**config.mk**
```make
export PLATFORM = sky130hd
export DESIGN_NAME = vend_controller_mc
export DESIGN_NICKNAME = d
export VERILOG_FILES = /design/src/rtl/vend_pkg.sv /design/src/rtl/vend_change_dispenser.sv /design/src/rtl/vend_controller_mc.sv
export SDC_FILE = /design/constraint.sdc
export NUM_CORES = 1
export LEC_CHECK = 0
export CORE_MARGIN = 2
export CORE_UTILIZATION = 48
export CTS_CLUSTER_SIZE = 25
export DETAILED_ROUTE_END_ITERATION = 10
export HOLD_SLACK_MARGIN = 0.12
export PLACE_DENSITY = 0.78
export RECOVER_POWER = 50
export SYNTH_ARGS = -nofsm -noshare
export SYNTH_HDL_FRONTEND = slang
export SYNTH_SLANG_ARGS = --single-unit
export TNS_END_PERCENT = 50
```
**constraint.sdc**
```tcl
create_clock -name clock_i -period 2.8 [get_ports clock_i]
set_input_delay 0.56 -clock clock_i [delete_from_list [all_inputs] [get_ports clock_i]]
set_output_delay 0.56 -clock clock_i [all_outputs]
set_load 0.02 [all_outputs]
```
**src/rtl/vend_pkg.sv**
```systemverilog
// vend_pkg: coin/state types, coin values in nickel units and a value lookup helper
package vend_pkg;
  typedef enum logic [1:0] {NICKEL, DIME, QUARTER, HALF} coin_t;
  typedef enum logic [1:0] {IDLE, VEND, CHANGE} state_t;
  localparam logic [3:0] NICKEL_V  = 4'd1;
  localparam logic [3:0] DIME_V    = 4'd2;
  localparam logic [3:0] QUARTER_V = 4'd5;
  localparam logic [3:0] HALF_V    = 4'd10;
  function automatic logic [3:0] coin_value(coin_t c);
    return c == HALF ? HALF_V : c == QUARTER ? QUARTER_V : c == DIME ? DIME_V : NICKEL_V;
  endfunction
endpackage

```
**src/rtl/vend_change_dispenser.sv**
```systemverilog
// vend_change_dispenser: coin-tube inventory, remaining-change register and greedy coin ejector
module vend_change_dispenser
  import vend_pkg::*;
#(
  parameter int CREDIT_W     = 7,
  parameter int TUBE_W       = 4,
  parameter int INIT_TUBE    = 8,
  parameter int EXACT_THRESH = 2
) (
  input  logic                clock_i,
  input  logic                reset_n_i,
  input  logic                start_i,
  input  logic [CREDIT_W-1:0] amount_i,
  input  logic                active_i,
  input  logic                dep_valid_i,
  input  logic [1:0]          dep_type_i,
  output logic                pending_o,
  output logic                coin_out_valid_o,
  output logic [1:0]          coin_out_type_o,
  output logic                done_o,
  output logic                short_o,
  output logic                exact_change_only_o
);
  localparam logic [TUBE_W-1:0] TUBE_FULL = '1;
  localparam logic [TUBE_W-1:0] TUBE_INIT = TUBE_W'(INIT_TUBE);
  localparam logic [TUBE_W-1:0] THRESH    = TUBE_W'(EXACT_THRESH);
  logic [TUBE_W-1:0]   tube_q [4];
  logic [TUBE_W-1:0]   tube_d [4];
  logic [CREDIT_W-1:0] rem_q, rem_d, pay;
  logic                found;
  coin_t               pick;
  // ascending scan: the last qualifying denomination is the largest one
  always_comb begin
    found = 1'b0;
    pick  = NICKEL;
    for (int i = 0; i < 4; i++)
      if (tube_q[i] != '0 && CREDIT_W'(coin_value(coin_t'(i))) <= rem_q) begin
        found = 1'b1;
        pick  = coin_t'(i);
      end
    pay              = CREDIT_W'(coin_value(pick));
    coin_out_valid_o = active_i & found;
    coin_out_type_o  = coin_out_valid_o ? pick : 2'd0;
    short_o          = active_i & ~found & (rem_q != '0);
    done_o           = short_o | (coin_out_valid_o & (rem_q == pay)) | (active_i & (rem_q == '0));
    rem_d            = start_i ? amount_i : short_o ? '0 : coin_out_valid_o ? rem_q - pay : rem_q;
    for (int i = 0; i < 4; i++)
      tube_d[i] = tube_q[i] - TUBE_W'(coin_out_valid_o && pick == coin_t'(i))
                + TUBE_W'(dep_valid_i && dep_type_i == 2'(i) && tube_q[i] != TUBE_FULL);
  end
  always_ff @(posedge clock_i or negedge reset_n_i)
    if (!reset_n_i) begin
      rem_q <= '0;
      for (int i = 0; i < 4; i++) tube_q[i] <= TUBE_INIT;
    end else begin
      rem_q <= rem_d;
      for (int i = 0; i < 4; i++) tube_q[i] <= tube_d[i];
    end
  assign pending_o           = rem_q != '0;
  assign exact_change_only_o = (tube_q[NICKEL] < THRESH) || (tube_q[DIME] < THRESH);
endmodule

```
**src/rtl/vend_controller_mc.sv**
```systemverilog
// vend_controller_mc: multi-drink vending FSM with credit, exact-change mode and greedy change.
// Optional idle refund timeout enabled by defining VEND_TIMEOUT_EN.
module vend_controller_mc
  import vend_pkg::*;
#(
  parameter int N_DRINKS     = 6,
  parameter int PRICE_W      = 6,
  parameter int CREDIT_W     = 7,
  parameter int TUBE_W       = 4,
  parameter int INIT_TUBE    = 8,
  parameter int EXACT_THRESH = 2
`ifdef VEND_TIMEOUT_EN
  , parameter int TIMEOUT_CYCLES = 1000
`endif
) (
  input  logic                         clock_i,
  input  logic                         reset_n_i,
  input  logic                         coin_valid_i,
  input  logic [1:0]                   coin_type_i,
  input  logic                         select_valid_i,
  input  logic [$clog2(N_DRINKS)-1:0]  select_id_i,
  input  logic [N_DRINKS*PRICE_W-1:0]  price_table_i,
  input  logic [N_DRINKS-1:0]          stock_ok_i,
  input  logic                         cancel_i,
  output logic [CREDIT_W-1:0]          credit_o,
  output logic                         vend_valid_o,
  output logic [$clog2(N_DRINKS)-1:0]  vend_id_o,
  output logic                         select_reject_o,
  output logic                         coin_return_o,
  output logic                         coin_out_valid_o,
  output logic [1:0]                   coin_out_type_o,
  output logic                         change_short_o,
  output logic                         busy_o,
  output logic                         exact_change_only_o
);
  localparam int ID_W = $clog2(N_DRINKS);
  localparam logic [CREDIT_W:0] CREDIT_MAX = (CREDIT_W+1)'((1 << CREDIT_W) - 1);
  state_t              state_q, state_d;
  logic [CREDIT_W-1:0] credit_q, credit_d, price, amount;
  logic [ID_W-1:0]     vend_id_q, vend_id_d, sid;
  logic                ret_q, ret_d, rej_q, rej_d;
  logic                start, dep_valid, pending, done, id_ok, accept, cancel_eff;
  logic [CREDIT_W:0]   sum;
`ifdef VEND_TIMEOUT_EN
  localparam int TO_W = $clog2(TIMEOUT_CYCLES + 1);
  logic [TO_W-1:0] idle_q, idle_d;
  logic            timeout;
  assign timeout = state_q == IDLE && credit_q != '0 && !(coin_valid_i || select_valid_i || cancel_i)
                   && idle_q == TO_W'(TIMEOUT_CYCLES - 1);
  assign idle_d  = (state_q != IDLE || credit_q == '0 || coin_valid_i || select_valid_i || cancel_i || timeout)
                   ? '0 : idle_q + 1'b1;
  assign cancel_eff = cancel_i | timeout;
  always_ff @(posedge clock_i or negedge reset_n_i)
    if (!reset_n_i) idle_q <= '0;
    else idle_q <= idle_d;
`else
  assign cancel_eff = cancel_i;
`endif
  assign id_ok  = int'(select_id_i) < N_DRINKS;
  assign sid    = id_ok ? select_id_i : '0;
  assign price  = CREDIT_W'(price_table_i[sid*PRICE_W +: PRICE_W]);
  assign accept = id_ok && stock_ok_i[sid] && credit_q >= price && (!exact_change_only_o || credit_q == price);
  assign sum    = {1'b0, credit_q} + (CREDIT_W+1)'(coin_value(coin_t'(coin_type_i)));
  // in IDLE: cancel beats select beats coin; a coin that loses or arrives while busy bounces
  always_comb begin
    state_d   = state_q;
    credit_d  = credit_q;
    vend_id_d = vend_id_q;
    ret_d     = coin_valid_i;
    rej_d     = 1'b0;
    start     = 1'b0;
    amount    = '0;
    dep_valid = 1'b0;
    case (state_q)
      IDLE:
        if (cancel_eff) begin
          start    = credit_q != '0;
          amount   = credit_q;
          credit_d = '0;
          state_d  = credit_q != '0 ? CHANGE : IDLE;
        end else if (select_valid_i) begin
          rej_d     = !accept;
          start     = accept;
          amount    = credit_q - price;
          credit_d  = accept ? '0 : credit_q;
          vend_id_d = accept ? select_id_i : vend_id_q;
          state_d   = accept ? VEND : IDLE;
        end else if (coin_valid_i) begin
          ret_d     = sum > CREDIT_MAX;
          dep_valid = sum <= CREDIT_MAX;
          credit_d  = sum <= CREDIT_MAX ? sum[CREDIT_W-1:0] : credit_q;
        end
      VEND:    state_d = pending ? CHANGE : IDLE;
      default: state_d = done ? IDLE : state_q;
    endcase
  end
  always_ff @(posedge clock_i or negedge reset_n_i)
    if (!reset_n_i) begin
      state_q   <= IDLE;
      credit_q  <= '0;
      vend_id_q <= '0;
      ret_q     <= 1'b0;
      rej_q     <= 1'b0;
    end else begin
      state_q   <= state_d;
      credit_q  <= credit_d;
      vend_id_q <= vend_id_d;
      ret_q     <= ret_d;
      rej_q     <= rej_d;
    end
  vend_change_dispenser #(
    .CREDIT_W(CREDIT_W), .TUBE_W(TUBE_W), .INIT_TUBE(INIT_TUBE), .EXACT_THRESH(EXACT_THRESH)
  ) u_disp (
    .clock_i(clock_i), .reset_n_i(reset_n_i),
    .start_i(start), .amount_i(amount), .active_i(state_q == CHANGE),
    .dep_valid_i(dep_valid), .dep_type_i(coin_type_i),
    .pending_o(pending), .coin_out_valid_o(coin_out_valid_o), .coin_out_type_o(coin_out_type_o),
    .done_o(done), .short_o(change_short_o), .exact_change_only_o(exact_change_only_o)
  );
  assign credit_o        = credit_q;
  assign vend_valid_o    = state_q == VEND;
  assign vend_id_o       = vend_id_q;
  assign select_reject_o = rej_q;
  assign coin_return_o   = ret_q;
  assign busy_o          = state_q != IDLE;
endmodule

```
---- Word-level counts from Yosys, hierarchy flattened ----
Cells that the tools add are included.
operators by class
  add/sub/neg operators ................... 11
  multipliers ............................. 1
  $lt $le $gt $ge ......................... 11
  equal/unequal tests ..................... 16
  shifts and indexed selects .............. 1
  mux-type cells .......................... 49
  bitwise logic cells ..................... 9
  reductions and logical operators ........ 41
operator list
  operator                                                         count
  two-way mux 7 bit                                                11
  indexed part select 36 x 7 -> 6 bit                              1
  two-way mux 1 bit                                                21
  two-way mux 2 bit                                                10
  logical AND 1 bit                                                19
  adder 4 x 1 -> 4 bit                                             4
  != test 4 bit (second input constant)                            4
  nonzero test 4 bit                                               4
  subtractor 4 x 1 -> 4 bit                                        4
  nonzero test 7 bit                                               2
  two-way mux 4 bit                                                3
  nonzero test 3 bit                                               4
  == test 2 bit (second input constant)                            5
  adder 7 x 4 -> 8 bit                                             1
  > comparator 8 x 7 -> 1 bit (second input constant)              1
  less-or-equal comparator 8 x 7 -> 1 bit (second input constant)  1
  < comparator 4 x 2 -> 1 bit (second input constant)              2
  AND reduction 4 bit                                              2
  == test 7 x 4 -> 1 bit                                           1
  == test 7 x 6 -> 1 bit                                           1
  >= comparator 7 x 6 -> 1 bit                                     1
  less-or-equal comparator 1 x 7 -> 1 bit (first input constant)   1
  less-or-equal comparator 2 x 7 -> 1 bit (first input constant)   1
  less-or-equal comparator 3 x 7 -> 1 bit (first input constant)   1
  other kinds (21)                                                 34
word-level totals
  register bits ........................... 37
  bits of input ports ..................... 52
  logic and storage cells ................. 149

---- Logic depth before layout (Yosys ltp) ----
Gate-level depths: netlist of run 1.
  depth in word-level cells ............... 15
  depth in mapped cells ................... 15
  gate-level depth less buffers ........... 13

---- By module ----
A second synthesis of run 1 with hierarchy kept.
unflattened totals
  cells, all modules ...................... 392
  area, all modules ....................... 3539.6 µm²
modules (own cells, without submodules)
  module                 instances  cells each  area an instance (µm²)  seq. area each (µm²)
  vend_change_dispenser  1          203         1893.1                  580.6
  vend_controller_mc     1          189         1646.6                  350.3

---- Worst setup path after synthesis of run 1 ----
OpenSTA, ideal clock, no wires.
  path type ............................... input to register
  start ................................... input port select_id_i[1]
  end ..................................... register credit_q[6], in the netlist credit_o[6]
  setup time .............................. 0.077 ns
  arrival ................................. 3.294 ns
  required time ........................... 2.723 ns
  path slack .............................. -0.572 ns
  cell stages on the path ................. 14
  buffers on the path ..................... 1
  path through ............................ clkbuf_1 -> nor2b_1 -> mux2i_1 -> a211oi_1 -> a31oi_1 -> a21oi_1 -> a21oi_1 -> ha_1 -> nand3_1 -> a31oi_1 -> o31ai_1 -> or3_1 -> or4_1 -> a21oi_1
between the ends
  longest elaborated chain between the ends .. 9
  elaborated cells between the ends (all ways) .. 14
RTL lines
  what                                                                                 line                                                RTL
  start: declaration                                                                   vend_controller_mc.sv:21                            input logic [$clog2(N_DRINKS)-1:0] select_id_i,
  < comparator 3 bit                                                                   vend_controller_mc.sv:59                            assign id_ok = int'(select_id_i) < N_DRINKS;
  two-way mux 3 bit                                                                    vend_controller_mc.sv:60                            assign sid = id_ok ? select_id_i : '0;
  multiplier 3 x 2 -> 5 bit or binary-select mux 1 bit (select 3 bit) (tied branches)  vend_controller_mc.sv:61, vend_controller_mc.sv:62
  indexed part select 36 x 7 -> 6 bit or two-way mux 1 bit (tied branches)             vend_controller_mc.sv:61, vend_controller_mc.sv:62
  >= comparator 7 x 6 -> 1 bit (tied with other cells)                                 vend_controller_mc.sv:62                            assign accept = id_ok && stock_ok_i[sid] && credit_q >= price && (!exact_change_only_o || credit_q == price);
  logical AND 1 bit or logical OR 1 bit (tied branches)                                vend_controller_mc.sv:62
  logical AND 1 bit (*)                                                                vend_controller_mc.sv:62
  != test 3 x 1 -> 1 bit (no source line) (*)                                          -
  AND reduction 4 bit (no source line) (*)                                             -
  end signal: assignment                                                               vend_controller_mc.sv:106                           credit_q <= credit_d;
  end: declaration                                                                     vend_controller_mc.sv:39                            logic [CREDIT_W-1:0] credit_q, credit_d, price, amount;
Every way passes the cells marked *; elsewhere a longest branch is shown, timed or not. The select of a mux whose other input is x is not followed.
A chain may end at the register's enable or synchronous reset.

==> key figures, run 1 <==
Floorplanning
  – Die area: ~8000 um2
  – Std cell rows: 31
  – I/O Pins: 71
  – Starting Density: 0.490
  – Die Y: 89.6 um
  – Core area: 7180 um2
  – DIE WIDTH: 89.6 um

Placement
  – Hpwl dp: 7790 um
  – # port buffers: 70
  – GPL Wtd Cong: 0.925
  – Pre-CTS WS: -0.938 ns

Synthesis
  – Largest area contributor in the netlist: dfrtp_1
  – Main flop type after synthesis: dfrtp_1
  – Adder-Cell Fraction of Synth Area: 0.182
  – Synth unique cells: 57
  – Ys async rst share: 1.00
  – Ys Warns: 0
  – Main combinational cell family by area after synthesis: adder cells
  – Syn nets: roughly 480
  – Mean Syn Cell Area: ~9.3 um2
  – Complex-gate fraction of the synthesized area: 0.179
  – XOR/XNOR Fraction of Synth Area: 0.0473
  – Number of synthesized flops with an enable pin: 0
  – Ranking of synthesized cells by area: dfrtp_1 (23%), ha_1 (14%), inv_1 (4.7%)
  – Share of the synthesized area in the top cell type: 0.235
  – Mapped cell area: about 3500 um2
  – Post-synthesis sequential area ratio: 0.264
  – Multiplexer share of the synthesized area: 0.0970
  – Simple-Gate Fraction of Synth Area: 0.167
  – Syn Inst Count: 380
  – Number of synthesized register bits: 37

GRT
  – Antenna violations before repair: 0
  – Gr usage total: 0.269
  – Largest net degree at the start of global routing: 38
  – Global-route wire length before repair: 16,900 um
  – Gr ovfl total: 0
  – Number of global-route vias before repair: 3,802

Clock network
  – Clock tree buffer depth: 2
  – CTS tree: yes
  – Cts bufs inserted: 5
  – Clock latency on the worst-skew pair: 0.30 ns
  – Clock root cell: clkbuf_8
  – CTS Sinks: 37
  – Hold-fix buffers at CTS: 0
  – Clock transition at the registers of the reported paths: around 0.080 ns
  – H-tree levels: 2

STA
  – Final hold violations: 0
  – Normalized max-slew margin: -0.364
  – Max-slew violation count: 38
  – Setup violations, final: 29
  – Final Cycle Share: 1.10
  – RSZ-0062 raised after global routing: true
  – Slew @ Worst Pin: 2.05 ns
  – Fin worst setup slack: -0.271 ns
  – Worst Clk Skew: 0.00904 ns
  – Tmin final: 3.07 ns
  – Fmax: ~330 MHz
  – Final setup TNS: -3.84 ns

Worst setup path
  – Worst setup EP type: flop
  – Worst setup path end: u_disp.tube_q[1]
  – Setup crit start kind: flop
  – Crit Path Class: flop to flop
  – Worst EP arrival: around 3.3 ns
  – Reg2Reg Depth: 13
  – Worst Setup SP: u_disp.tube_q[6]
  – Worst-path maximum fanout: 4
  – R2r endpoint: u_disp.tube_q[1]
  – Reg2reg setup slack: -0.27 ns
  – Required @ worst endpoint: 3.00 ns
  – Worst flop-to-flop path startpoint: u_disp.tube_q[6]

Cells and area
  – Share of cells above drive strength 1: 0.401
  – Antenna cells: 0
  – Area growth syn-to-layout: 56.8%
  – Filler Cell Count: 445
  – Final core utilization: 0.769
  – Most frequent cells in the layout: buf_4 (96), inv_1 (37), dfrtp_1 (33), clkdlybuf4s50_1 (31), ha_1 (30)
  – Fin nets: 649
  – Register area: 931 um2
  – Most common cell after layout, fill and taps aside: buf_4
  – Multi-input gate area: 2690 um2

Routing
  – DR WL/cell: 17.2 um
  – ANT nets after route: 0
  – Drt total wl: 11,200 um
  – Iteration-0 DRC Markers: 164
  – Routed vias/inst: about 5.6
  – Drc violations: 0
  – First-pass iteration count of the detailed router: 4
  – Via count: 3,640

Pwr
  – IR drop worst, VDD: 0.522 mV
  – Pleak: 2.61 nW
  – P per Cell Area: between 900 and 1000 nW/um2

Status
  – Status: complete, but fails checks
  – Violated checks: capacitance limit, slew limit, setup timing

Run
  – Max-Cap Viols: 1

Hold path
  – Hold crit path type: input port to flop
==> state kept, by name (all words and copies together) (netlist names) <==
name / flops
coin_return_o: 1
credit_o: 7
select_reject_o: 1
state_q: 2
u_disp.rem_q: 7
u_disp.tube_q: 16
vend_id_o: 3
==> what timing repair did <==
action                                  CTS  global route
setup buffers                            16            11
endpoints found under the setup margin   35            34
cloned                                    0             1
hold endpoints to repair                  0             0
pin swaps                                42            29
gates resized for setup                 131            46
==> power by group <==
| part | switching, mW | total (mW) | leakage (nW) | internal, mW |
|---|---|---|---|---|
| Combinational | 1.92 | 3.95 | 2.10 | 2.03 |
| Sequential | 0.192 | 1.00 | 0.454 | 0.811 |
| Clock | 0.211 | 0.501 | 0.0574 | 0.290 |
| Total | 2.33 | 5.45 | 2.61 | 3.13 |
==> per-stage QoR <==
| stage | instances | cell area, um2 | hold slack (ns) | total power, mW |
|---|---|---|---|---|
| 2_1_floorplan | 380 | 3580 | 0.264 | 3.06 |
| 3_3_place_gp | 617 | 4900 | 0.502 | 4.23 |
| 3_5_place_dp | 617 | 4900 | 0.503 | 4.38 |
| 4_1_cts | 639 | 5270 | 0.396 | 5.19 |
| 5_1_grt | 650 | 5520 | 0.511 | 5.88 |
| 6_report | 650 | 5520 | 0.509 | 5.45 |
==> final cells by class <==
| type | count | area share |
|---|---|---|
| clock buffer | 6 | 0.0150 |
| clock inverter | 2 | 0.00680 |
| inverter | 45 | 0.0308 |
| multi-input combinational | 288 | 0.488 |
| sequential | 37 | 0.169 |
| tap | 99 | 0.0224 |
| timing repair buffer | 173 | 0.268 |
==> synth_stat cells (7+ instances only) <==
cell type	instances
nor2_1	17
mux2i_1	12
o21ai_0	11
mux2_2	7
inv_1	44
fa_1	7
xor2_1	9
xnor2_1	10
nand2_1	27
a21o_1	11
ha_1	40
nor2b_1	10
dfrtp_1	33
a21oi_1	23
==> metal layers <==
metal,track usage,vias up,part of all wire
met5,0,-,0
met4,0.119,0,0.032
met3,0.0375,33,0.050
met2,0.509,147,0.54
met1,0.296,1762,0.38
li1,-,1698,-
==> cells by family (layout without fill, tap and decap cells) <==
group	after synthesis	after routing
flip-flops	37	37
buffers and inverters	55	226
XOR/XNOR	19	19
AND/OR/NAND/NOR	103	103
adder cells (fa/ha/maj)	47	47
multiplexers	26	26
AO/OA/AOI/OAI	93	93
==> worst max-delay path: stages, from the launching register on <==
cell and delay [ns]:
dfrtp_1 0.39, inv_2 0.08, ha_4 0.12, or3b_4 0.43
nor4b_4 0.33, buf_4 0.17, o311ai_2 0.14, and3_1 0.18
ha_1 0.26, inv_1 0.07, ha_2 0.20, inv_2 0.04
fa_2 0.53, inv_2 0.03
==> worst min-delay path by stage <==
stage                              start                to  slack, ns  depth (start not counted)
after floorplan                reset_n_i     coin_return_o       0.26                          0
after global placement      vend_id_o[2]      vend_id_o[2]       0.50                          1
after detailed placement    vend_id_o[2]      vend_id_o[2]       0.50                          1
after CTS                      reset_n_i  u_disp.tube_q[9]       0.40                          1
after global routing      select_id_i[1]      vend_id_o[1]       0.51                          2
final                     select_id_i[1]      vend_id_o[1]       0.51                          2
Note: power is estimated with default switching activity, not from simulation.
==> run 2, diff against run 1 <==
--- a/config.mk
+++ b/config.mk
@@ -5,6 +5,7 @@
 export SDC_FILE = /design/constraint.sdc
 export NUM_CORES = 1
 export LEC_CHECK = 0
+export ABC_CLOCK_PERIOD_IN_PS = 2800
 export CORE_MARGIN = 2
 export CORE_UTILIZATION = 48
 export CTS_CLUSTER_SIZE = 25
@@ -12,7 +13,7 @@
 export HOLD_SLACK_MARGIN = 0.12
 export PLACE_DENSITY = 0.78
 export RECOVER_POWER = 50
+export SLEW_MARGIN = 25
 export SYNTH_ARGS = -nofsm -noshare
 export SYNTH_HDL_FRONTEND = slang
 export SYNTH_SLANG_ARGS = --single-unit
-export TNS_END_PERCENT = 50
==> run 2 against run 1 <==
Routed wire length grew 14%. Die area is the same. Clock skew grew 0.011 ns. Critical endpoint is now credit_o[4]. Combinational power grew 4%. Largest power group unchanged. The flow still finishes with violations (capacitance limit, slew limit, setup timing). Sequential share of layout area shrank 0.56 points. Register-to-register slack gained 0.08 ns. First-iteration DRC count shrank 3.7%.
==> key figures, run 2 (synthesis gave the netlist of run 1 again) <==
Status
  – Status: complete, but fails checks
  – Violated checks: capacitance limit, slew limit, setup timing

GRT
  – Antenna violations before repair: 0 (unchanged)
  – Grt met2 use: 0.509 (-0.000668)
  – Largest net degree at the start of global routing: 38 (unchanged)
  – Busiest grt layer: met2
  – Gr usage total: 0.280 (+0.0108)
  – GR Util met1: 0.310 (+0.0133)
  – Met3 Use GR: 0.0475 (+0.0101)
  – Number of global-route vias before repair: 3,770 (-0.84%)
  – Gr ovfl total: 0 (unchanged)
  – Global-route wire length before repair: 17,300 um (+2.4%)

Hold path
  – Hold crit path type: flop to flop

Worst setup path
  – Setup crit start kind: input port
  – Worst-path maximum fanout: 3 (-1)
  – Worst setup EP type: flop
  – Worst EP arrival: 3.39 ns (+0.12 ns)
  – Required @ worst endpoint: 3.03 ns (+0.03 ns)
  – Crit Path Class: input port to flop

Clock network
  – Clock tree buffer depth: 2 (unchanged)
  – CTS tree: yes
  – Clock latency on the worst-skew pair: 0.31 ns (about the same)
  – CTS Sinks: 37 (unchanged)
  – Clock transition at the registers of the reported paths: 0.10 ns (+0.02 ns)
  – Clock root cell: clkbuf_8
  – Hold-fix buffers at CTS: 0 (unchanged)
  – Cts bufs inserted: 5 (unchanged)
  – H-tree levels: 2 (unchanged)

Floorplanning
  – Die Y: 89.6 um (unchanged)
  – Core area: 7180 um2 (unchanged)
  – Die area: 8030 um2 (unchanged)
  – I/O Pins: 71 (unchanged)
  – Starting Density: 0.490 (unchanged)
  – Std cell rows: 31 (unchanged)
  – DIE WIDTH: 89.6 um (unchanged)

Routing
  – Via count: 3,793 (+4.2%)
  – First-pass iteration count of the detailed router: 5 (+1)
  – Iteration-0 DRC Markers: 158 (-3.7%)
  – Drt total wl: 12,700 um (+14%)
  – ANT nets after route: 0 (unchanged)
  – DR WL/cell: 19.3 um (+13%)
  – Routed vias/inst: 5.77 (+3.1%)
  – Drc violations: 0 (unchanged)

Pwr
  – Internal Power: 3.13 mW (+0.23%)
  – IR drop worst, VDD: 0.619 mV (+19%)
  – Net switching power: 2.50 mW (+7.4%)
  – Switch share: 0.444 (+0.0170)
  – P per Cell Area: 987 nW/um2 (-0.15%)
  – Flop pwr share: 0.183 (about the same)
  – Pleak: 2.64 nW (+1.0%)
  – Clock share of power: 0.092 (about the same)
  – Overall power: 5.63 mW (+3.3%)
  – Comb pwr share: 0.726 (+0.002)

Placement
  – Hpwl dp: 7520 um (-3.5%)
  – Area after DPL: 4860 um2 (-0.77%)
  – # port buffers: 70 (unchanged)
  – GPL Wtd Cong: 0.879 (-4.9%)

STA
  – Tmin final: 3.16 ns (+0.0908 ns)
  – Fin Hold WS: 0.544 ns (+0.0346 ns)
  – Fin worst setup slack: -0.362 ns (-0.0908 ns)
  – Slew @ Worst Pin: 2.02 ns (-0.0266 ns)
  – Final Cycle Share: 1.13 (+0.0324)
  – RSZ-0062 raised after global routing: true
  – Max-slew violation count: 38 (unchanged)
  – Final hold violations: 0 (unchanged)
  – Normalized max-slew margin: -0.346 (+0.0177)
  – Fmax: 316 MHz (-2.9%)
  – Setup violations, final: 31 (+6.9%)
  – Worst Clk Skew: 0.0198 ns (+0.0108 ns)

Cells and area
  – Antenna cells: 0 (unchanged)
  – Most common cell after layout, fill and taps aside: buf_4
  – Largest register by flop count: u_disp.tube_q
  – Final core utilization: 0.795 (+0.0265)
  – Fin nets: 656 (+1.1%)
  – Most frequent cells in the layout: buf_4 (100), inv_1 (35), clkdlybuf4s50_1 (34), dfrtp_1 (33), nand2_1 (27)
  – Share of cells above drive strength 1: 0.421 (+0.0201)
  – Max reg flops: 16 (unchanged)
  – Post-route cell area: 5710 um2 (+3.4%)
  – Area growth syn-to-layout: 62.2%

Run
  – Max-Cap Viols: 1 (unchanged)
[run 2: repair_timing]
action	in CTS	in global routing
setup buffers	28	12
cloned	0	0
setup endpoints to repair	38	35
gates resized for setup	150	54
pin swaps	43	36
[run 2: path summary, 6_finish.rpt]
check	from	cells after the start	slack [ns]	to
min in group asynchronous	reset_n_i	1	0.82	u_disp.tube_q[12]
max	price_table_i[1]	11	-0.36	credit_o[4]
max reg2reg	u_disp.tube_q[6]	13	-0.19	u_disp.tube_q[9]
min reg2reg	vend_id_o[1]	1	0.54	vend_id_o[1]
max in group asynchronous	reset_n_i	1	0.82	u_disp.tube_q[0]
min	vend_id_o[1]	1	0.54	vend_id_o[1]
[run 2: area by class of cell]
type / instances / area, um2
clock inverters: 2 / 37.5
flip-flops and latches: 37 / 931
inverters: 45 / 169
repair buffers: 180 / 1540
fillers: 390 / 1470
multi-input cells: 288 / 2820
well taps: 99 / 124
clock buffers: 6 / 82.6
[run 2: worst max-delay path, stage by stage]
cell and delay, ns:
dlygate4sd2_1 0.26, mux4_2 0.46, mux2i_1 0.26, ha_1 0.20
nand4b_1 0.24, nor2_1 0.20, o32ai_2 0.12, or3_4 0.40
buf_6 0.13, or3_1 0.40, a21oi_2 0.16
[run 2: power groups by stage]
| stage | logic (mW) | clock network (mW) | registers [mW] |
|---|---|---|---|
| floorplan | 1.99 | 0 | 1.08 |
| global placement | 3.09 | 0 | 0.993 |
| detailed placement | 3.21 | 0 | 1.01 |
| CTS | 3.64 | 0.498 | 1.01 |
| global route | 4.38 | 0.537 | 1.05 |
| finish | 4.09 | 0.517 | 1.03 |
[run 2: metal layers]
metal  vias to the layer above  wire length, um
li1                       1702                -
met1                      1851             4740
met2                       180             6490
met3                        60              763
met4                         0              711
met5                         -                0
[run 2: through the flow]
stage | cells | worst slack, ns | TNS (ns)
2_1_floorplan | 380 | -0.263 | -2.46
3_3_place_gp | 612 | -0.907 | -22.76
3_5_place_dp | 612 | -1.01 | -26.34
4_1_cts | 646 | -0.210 | -2.65
5_1_grt | 657 | -0.452 | -9.44
6_report | 657 | -0.362 | -5.55
